`config.mk`:
```
export PLATFORM = sky130hd
export DESIGN_NAME = variance_sqrt_unit
export DESIGN_NICKNAME = d
export VERILOG_FILES = /design/src/rtl/layernorm_pkg.sv /design/src/rtl/variance_sqrt_unit_step.sv /design/src/rtl/variance_sqrt_unit.sv
export SDC_FILE = /design/constraint.sdc
export NUM_CORES = 1
export LEC_CHECK = 0
export ABC_AREA = 1
export CELL_PAD_IN_SITES_DETAIL_PLACEMENT = 0
export CELL_PAD_IN_SITES_GLOBAL_PLACEMENT = 1
export CORE_UTILIZATION = 40
export DETAILED_ROUTE_END_ITERATION = 8
export PLACE_DENSITY_LB_ADDON = 0.1
export SKIP_LAST_GASP = 1
export SYNTH_ARGS = -nofsm -noshare
export SYNTH_HDL_FRONTEND = slang
export SYNTH_SLANG_ARGS = --single-unit
```
`constraint.sdc`:
```
create_clock -name clk -period 5 [get_ports clk]
set_clock_uncertainty 0.1 [all_clocks]
set_input_delay 1 -clock clk [delete_from_list [all_inputs] [get_ports clk]]
set_output_delay 1 -clock clk [all_outputs]
set_load 0.03 [all_outputs]
```
`src/rtl/layernorm_pkg.sv`:
```
// Shared LayerNorm datapath constants and the square-root FSM state type.
package layernorm_pkg;

  localparam int DATA_WIDTH = 24;
  localparam int FRAC_BITS  = 20;
  // One result bit is produced per pair of radicand bits.
  localparam int SQRT_ITERS = (DATA_WIDTH + FRAC_BITS) / 2;

  typedef enum logic [1:0] {
    IDLE = 2'd0,
    CALC = 2'd1,
    DONE = 2'd2
  } sqrt_state_e;

endpackage

```
`src/rtl/variance_sqrt_unit_step.sv`:
```
// One restoring digit-by-digit square-root iteration, purely combinational.
// Brings in the next two radicand bits and decides the next root bit.
module sqrt_iter_step #(
  parameter int ITERS = 22
) (
  input  logic [ITERS+1:0] rem_in,
  input  logic [ITERS-1:0] q_in,
  input  logic [1:0]       bits_in,
  output logic [ITERS+1:0] rem_out,
  output logic [ITERS-1:0] q_out
);

  logic [ITERS+1:0] rem_sh;
  logic [ITERS+1:0] trial;

  // Shift in two radicand bits, subtract (4q+1) when it fits.
  always_comb begin
    rem_sh  = {rem_in[ITERS-1:0], bits_in};
    trial   = {q_in, 2'b01};
    rem_out = rem_sh;
    q_out   = {q_in[ITERS-2:0], 1'b0};
    if (rem_sh >= trial) begin
      rem_out = rem_sh - trial;
      q_out   = {q_in[ITERS-2:0], 1'b1};
    end
  end

endmodule

```
`src/rtl/variance_sqrt_unit.sv`:
```
// Bit-serial square root of the S3.20 variance+epsilon stream.
// Handshake: an input is taken on any clock edge where var_plus_eps_valid_in
// and in_ready are both high; valid while in_ready is low is discarded and
// flagged on drop_err the following cycle. Results appear as a one-cycle
// sqrt_valid_out pulse 23 cycles after acceptance; sqrt_out holds afterwards.
module variance_sqrt_unit
  import layernorm_pkg::*;
#(
  parameter int DATA_WIDTH = layernorm_pkg::DATA_WIDTH,
  parameter int FRAC_BITS  = layernorm_pkg::FRAC_BITS
) (
  input  logic                  clk,
  input  logic                  rst_n,
  input  logic [DATA_WIDTH-1:0] var_plus_eps_in,
  input  logic                  var_plus_eps_valid_in,
  output logic                  in_ready,
  output logic [DATA_WIDTH-1:0] sqrt_out,
  output logic                  sqrt_valid_out,
  output logic                  neg_err,
  output logic                  drop_err,
  output sqrt_state_e           state_dbg
);

  localparam int RAD_W = DATA_WIDTH + FRAC_BITS;
  localparam int ITERS = RAD_W / 2;
  localparam int CNT_W = $clog2(ITERS + 1);
  localparam logic [CNT_W-1:0] LAST_ITER = CNT_W'(ITERS - 1);

  sqrt_state_e      state;
  logic [RAD_W-1:0] rad;
  logic [ITERS+1:0] rem;
  logic [ITERS-1:0] q;
  logic [CNT_W-1:0] cnt;
  logic             neg_q;
  logic [ITERS+1:0] rem_nxt;
  logic [ITERS-1:0] q_nxt;

  assign in_ready  = (state == IDLE);
  assign state_dbg = state;

  sqrt_iter_step #(
    .ITERS (ITERS)
  ) u_step (
    .rem_in  (rem),
    .q_in    (q),
    .bits_in (rad[RAD_W-1 -: 2]),
    .rem_out (rem_nxt),
    .q_out   (q_nxt)
  );

  // Control FSM plus the radicand, remainder and root shift registers.
  always_ff @(posedge clk or negedge rst_n) begin
    if (!rst_n) begin
      state          <= IDLE;
      rad            <= '0;
      rem            <= '0;
      q              <= '0;
      cnt            <= '0;
      neg_q          <= 1'b0;
      sqrt_out       <= '0;
      sqrt_valid_out <= 1'b0;
      neg_err        <= 1'b0;
      drop_err       <= 1'b0;
    end else begin
      sqrt_valid_out <= 1'b0;
      neg_err        <= 1'b0;
      drop_err       <= var_plus_eps_valid_in && (state != IDLE);
      case (state)
        IDLE: begin
          if (var_plus_eps_valid_in) begin
            // A negative variance has no real root; compute sqrt(0) and flag it.
            if (var_plus_eps_in[DATA_WIDTH-1]) begin
              rad   <= '0;
              neg_q <= 1'b1;
            end else begin
              rad   <= {var_plus_eps_in, {FRAC_BITS{1'b0}}};
              neg_q <= 1'b0;
            end
            rem   <= '0;
            q     <= '0;
            cnt   <= '0;
            state <= CALC;
          end
        end
        CALC: begin
          rem <= rem_nxt;
          q   <= q_nxt;
          rad <= {rad[RAD_W-3:0], 2'b00};
          cnt <= cnt + 1'b1;
          if (cnt == LAST_ITER) begin
            state <= DONE;
          end
        end
        DONE: begin
          sqrt_out       <= {{(DATA_WIDTH-ITERS){1'b0}}, q};
          sqrt_valid_out <= 1'b1;
          neg_err        <= neg_q;
          state          <= IDLE;
        end
        default: state <= IDLE;
      endcase
    end
  end

endmodule

```
# Word level (Yosys, flattened, before mapping)
# Index checks and enable logic that the tools add are counted.
[word_totals]
ff_bits = 121
in_bits = 27
output_inout_bits = 30
word_cells = 42
[op_classes]
add_sub_neg = 2
magnitude_cmp = 1
eq_ne = 5
n_mux = 17
reduce_logical = 7
[ops]
columns = ["cell", "n"]
rows = [
  ["$pmux 22 s2", 2],
  ["$pmux 44 s2", 1],
  ["$mux 22", 3],
  ["$mux 44", 1],
  ["$mux 43", 1],
  ["$ge 24x24->1", 1],
  ["$sub 22x22->22", 1],
  ["$pmux 5 s2", 1],
  ["$reduce_and 2->1", 3],
  ["$add 5x1->5 const B", 1],
  ["$eq 5x5->1 const B", 1],
  ["$mux 5", 1],
  ["$mux 1", 4],
  ["$mux 2", 2],
  ["$ne 2x2->1 const B", 2],
  ["$pmux 2 s2", 1],
  ["$reduce_bool 2->1", 2],
  ["$eq 2x1->1 const B", 1],
  ["$eq 2x2->1 const B", 1],
  ["$logic_not 2->1", 1],
  ["$logic_and 1x1->1", 1],
]

# Depth between registers and ports, before layout
[depth]
ltp_word = 3
mapped_depth = 14
ltp_nobuf = 14

# Hierarchy
# From an unflattened synthesis, not the netlist that was laid out.
[hier_totals]
hier_cells = 955
hier_area_um2 = 6518.8
[by_module_without_submodules]
columns = ["module", "instances", "cells_per_inst", "area_per_inst_um2", "seq_area_each_um2"]
rows = [
  ["variance_sqrt_unit", 1, 456, 4111.4, 2577.5],
  ["sqrt_iter_step", 1, 499, 2407.3, 0.0],
]

# Least setup slack after synthesis
# Ideal clock, no wire load.
[synth_timing]
path_kind = "register -> output"
from = "register state[0] (netlist: state_dbg[0])"
to = "output in_ready"
arrival_ns = 1.006
required_time_ns = 3.900
setup_slack_ns = 2.894
stages_incl_launch_ff = 2
path_buffers = 0
cell_sequence = "dfrtp_1 -> nor2_1"
[synth_via]
elab_chain_len = 1
[synth_lines]
columns = ["item", "line", "source"]
rows = [
  ["from (decl)", "variance_sqrt_unit.sv:29", "sqrt_state_e state;"],
  ["from (signal assigned)", "variance_sqrt_unit.sv:54", "state <= IDLE;"],
  ["from (signal assigned)", "variance_sqrt_unit.sv:82", "state <= CALC;"],
  ["from (signal assigned)", "variance_sqrt_unit.sv:91", "state <= DONE;"],
  ["$logic_not 2->1", "variance_sqrt_unit.sv:38", "assign in_ready = (state == IDLE);"],
  ["to (decl)", "variance_sqrt_unit.sv:16", "output logic in_ready,"],
]
# Every way passes these cells.

# Worst setup path in the final report
[layout_timing]
from = "register q[5]"
to = "register rem[18]"
[layout_via]
elab_chain_len = 3
word_cells_on_any_way = 4
cone_classes = "1 x add/sub; 1 x order compare; 2 x mux"
[layout_lines]
columns = ["item", "line", "source"]
rows = [
  ["from (decl)", "variance_sqrt_unit.sv:32", "logic [ITERS-1:0] q;"],
  ["from (signal assigned)", "variance_sqrt_unit.sv:87", "q <= q_nxt;"],
  ["$sub 22x22->22 or $ge 24x24->1 (tied branches)", "variance_sqrt_unit_step.sv:23, variance_sqrt_unit_step.sv:22", ""],
  ["$mux 22 (*)", "variance_sqrt_unit_step.sv:22", "if (rem_sh >= trial) begin"],
  ["$pmux 22 s2 (*)", "variance_sqrt_unit.sv:68", "case (state)"],
  ["to (signal assigned)", "variance_sqrt_unit.sv:86", "rem <= rem_nxt;"],
  ["to (decl)", "variance_sqrt_unit.sv:31", "logic [ITERS+1:0] rem;"],
]
# Mark *: on every way between the ends. The rest lies on a longest branch, timed or not.
# A chain may end at the register's enable or synchronous reset.

==> impl_metrics.tcl <==
set metrics [dict create \
    critPathMaxFanout 23 \
    critPathLaunchType "flip-flop" \
    holdPathStages 2 \
    grt_pass1_vias 5078 \
    post-place-ws_ns 1.83 \
    design.portCount 57 \
    tns_ns 0 \
    layout_common_cells "305 x nand2_1, 119 x inv_1, 101 x dfrtp_1" \
    place_congestion 0.878 \
    portBuffers 54 \
    htreeDepth 3 \
    drc_errors 0 \
    finalInstanceArea_sq_um 6870 \
    synth_top_area_share_pct 43.0 \
    powerDensity_nw_per_um2 785 \
    critical_path_required_ns 5.14 \
    ys_seq_area_share_pct 43.0 \
    die_area_sq_um 15200 \
    core_sq_um 14100 \
    hold_path.class "flip-flop to flip-flop" \
    synth_async_sr_flop_share_pct 100 \
    rows 43 \
    drt_iter0_drc 313 \
    setup_viol 0 \
    hold_viol 0 \
    clockRootBuffer "clkbuf_16" \
    cts.sinks 101 \
    p_clk_share_pct 14.5 \
    fin_crit_ns 2.96 \
    period_share_pct 59.2 \
    cts_resized 0 \
    synth_area_per_cell_sq_um 7.27 \
    utilization_pct 48.7 \
    antenna_cells 0 \
    setup_slack_ns 2.04 \
    p_sw_w 0.00268 \
    power_frac_comb_pct 61.4 \
    r2r_cells 12 \
    insertion_delay_ns 0.36 \
    cts_tree "built" \
    grt_max_degree 66 \
    initial_utilization_pct 41.7 \
    path_clk_slew_ns 0.08 \
    hold_buffers 0 \
    p_int_w 0.00271 \
    rsz0062_at_grt "no" \
    crit_type "flip-flop to flip-flop" \
    drive_gt1_share_pct 5.02 \
    slew-limit-headroom_pct 38.4 \
    overflow 0 \
    synth-seq-cells 101 \
    routedWlPerCell_um 14.8 \
    ys_types 34 \
    tightest_slew_ns 0.919 \
    post_cts_buffers 0 \
    num_vias 5131 \
    area_delta_synth_final_pct 16.8 \
    fmax_mhz 338 \
    viasPerCell 4.95 \
    outcome "finished, final reports clean" \
    synth_edf_count 0 \
    placed_cell_area_sq_um 6550 \
    first_pass_iters 5 \
    p_leak_nw 3.58 \
    cts_buffer_depth 2 \
    hpwlAfterDp_um 11100 \
    yosys.area.top_type "dfrtp_1" \
    fin_nets 905 \
    slew_viol_final 0 \
    ant_nets 0 \
    syn_area_sq_um 5880 \
    ys_top_cells_by_area "dfrtp_1 43%, nand2_1 19%, inv_1 7.6%, ha_1 5.5%, nand3_1 4.0%" \
    antenna_found_initial 0 \
    grt_pass1_wl_um 25400 \
    grt_usage_pct 21.9 \
    ys.flop_type "dfrtp_1" \
    yosys_warnings 0 \
    dieWidth_um 123 \
    cts_buffers 9 \
    cp.arrival_ns 3.10 \
    synth_cells 809 \
    die_h_um 123 \
    final_common_cell "nand2_1" \
    drt_wl_total_um 15300 \
    ir_drop_v 0.000256 \
    seqPwrFrac_pct 24.1 \
    worst_setup_path_end_kind "flip-flop" \
    sw_frac_of_total_pct 49.7 \
    cap_violations 0 \
]
==> worst max-delay path, cell delays in order, from the launching register on <==
cell and delay [ns]:
dfrtp_1 0.37, inv_1 0.19, ha_1 0.34, nand2_2 0.15, inv_2 0.05, a21oi_1 0.14
nand2_1 0.13, nand2_2 0.35, nand4_4 0.48, nand2_2 0.34, nand2_1 0.08, nand2_1 0.06
nand2_1 0.06
==> stage by stage <==
step	std cells	power [W]	hold WS [ns]
after floorplan	810	0.00381	0.348
after global placement	1021	0.00457	0.365
after detailed placement	1021	0.00461	0.373
after CTS	1036	0.00541	0.389
after global routing	1036	0.00596	0.405
final	1036	0.00539	0.382
==> registers in the layout (all words and copies together) (netlist names) <==
name / count
cnt: 5
rad: 24
drop_err: 1
sqrt_out: 22
neg_q: 1
rem: 22
q: 22
state_dbg: 2
sqrt_valid_out: 1
neg_err: 1
==> cell type report <==
class | count | area, sq um
Fill cell | 1416 | 7230
Multi-Input combinational cell | 555 | 2750
Sequential cell | 101 | 2530
Timing Repair Buffer | 58 | 568
Inverter | 127 | 477
Clock buffer | 12 | 256
Tap cell | 180 | 225
Clock inverter | 3 | 68.8
==> synth_stat cells (2+ instances only) <==
library cell	n
buf_1	2
o22ai_1	23
ha_1	26
dfrtp_1	101
buf_6	2
nand3b_1	2
nor3_1	2
o21ai_1	4
nor2_2	2
o21bai_1	2
inv_2	7
xnor2_1	5
nand2_2	10
a22oi_1	13
clkbuf_1	15
inv_1	119
nand2_1	305
buf_4	3
nand4_1	21
a21oi_1	18
nand3_1	47
nor2_4	3
buf_2	5
nor2_1	31
o211ai_1	6
o21ai_0	27
==> path summary, 6_finish.rpt <==
kind / to / from / slack, ns
setup / recovery: rem[18] / q[5] / 2.04
hold / removal: sqrt_out[19] / sqrt_out[19] / 0.38
setup reg to reg: rem[18] / q[5] / 2.04
hold reg to reg: sqrt_out[19] / sqrt_out[19] / 0.38
max in group asynchronous: sqrt_valid_out / rst_n / 3.18
min in group asynchronous: rem[11] / rst_n / 0.65
==> metal layers <==
layer  share of wire [%]  GRT usage [%]  up-vias
li1                    -              -     2643
met1                  50           30.0     2393
met2                  47           36.0       84
met3                 2.6           3.18       11
met4                 1.1           6.10        0
met5                   0              0        -
==> kinds of logic (layout without fill, tap and decap cells) <==
logic type | count (synthesis) | in the layout | synth area share, %
AO/OA/AOI/OAI | 96 | 96 | 9.74
flip-flops | 101 | 101 | 43.0
AND/OR/NAND/NOR | 425 | 425 | 30.4
adder cells (fa/ha/maj) | 26 | 26 | 5.53
XOR/XNOR | 6 | 6 | 0.893
other | 1 | 2 | 0.0638
buffers and inverters | 154 | 200 | 10.4
==> power by group through the flow <==
stage               logic, W  registers (W)  clock network [W]
floorplan            0.00252        0.00129                  0
global placement     0.00326        0.00130                  0
detailed placement   0.00330        0.00131                  0
CTS                  0.00332        0.00130           0.000791
global route         0.00381        0.00133           0.000816
finish               0.00331        0.00130           0.000780
Power figures use the tool's default switching activity.
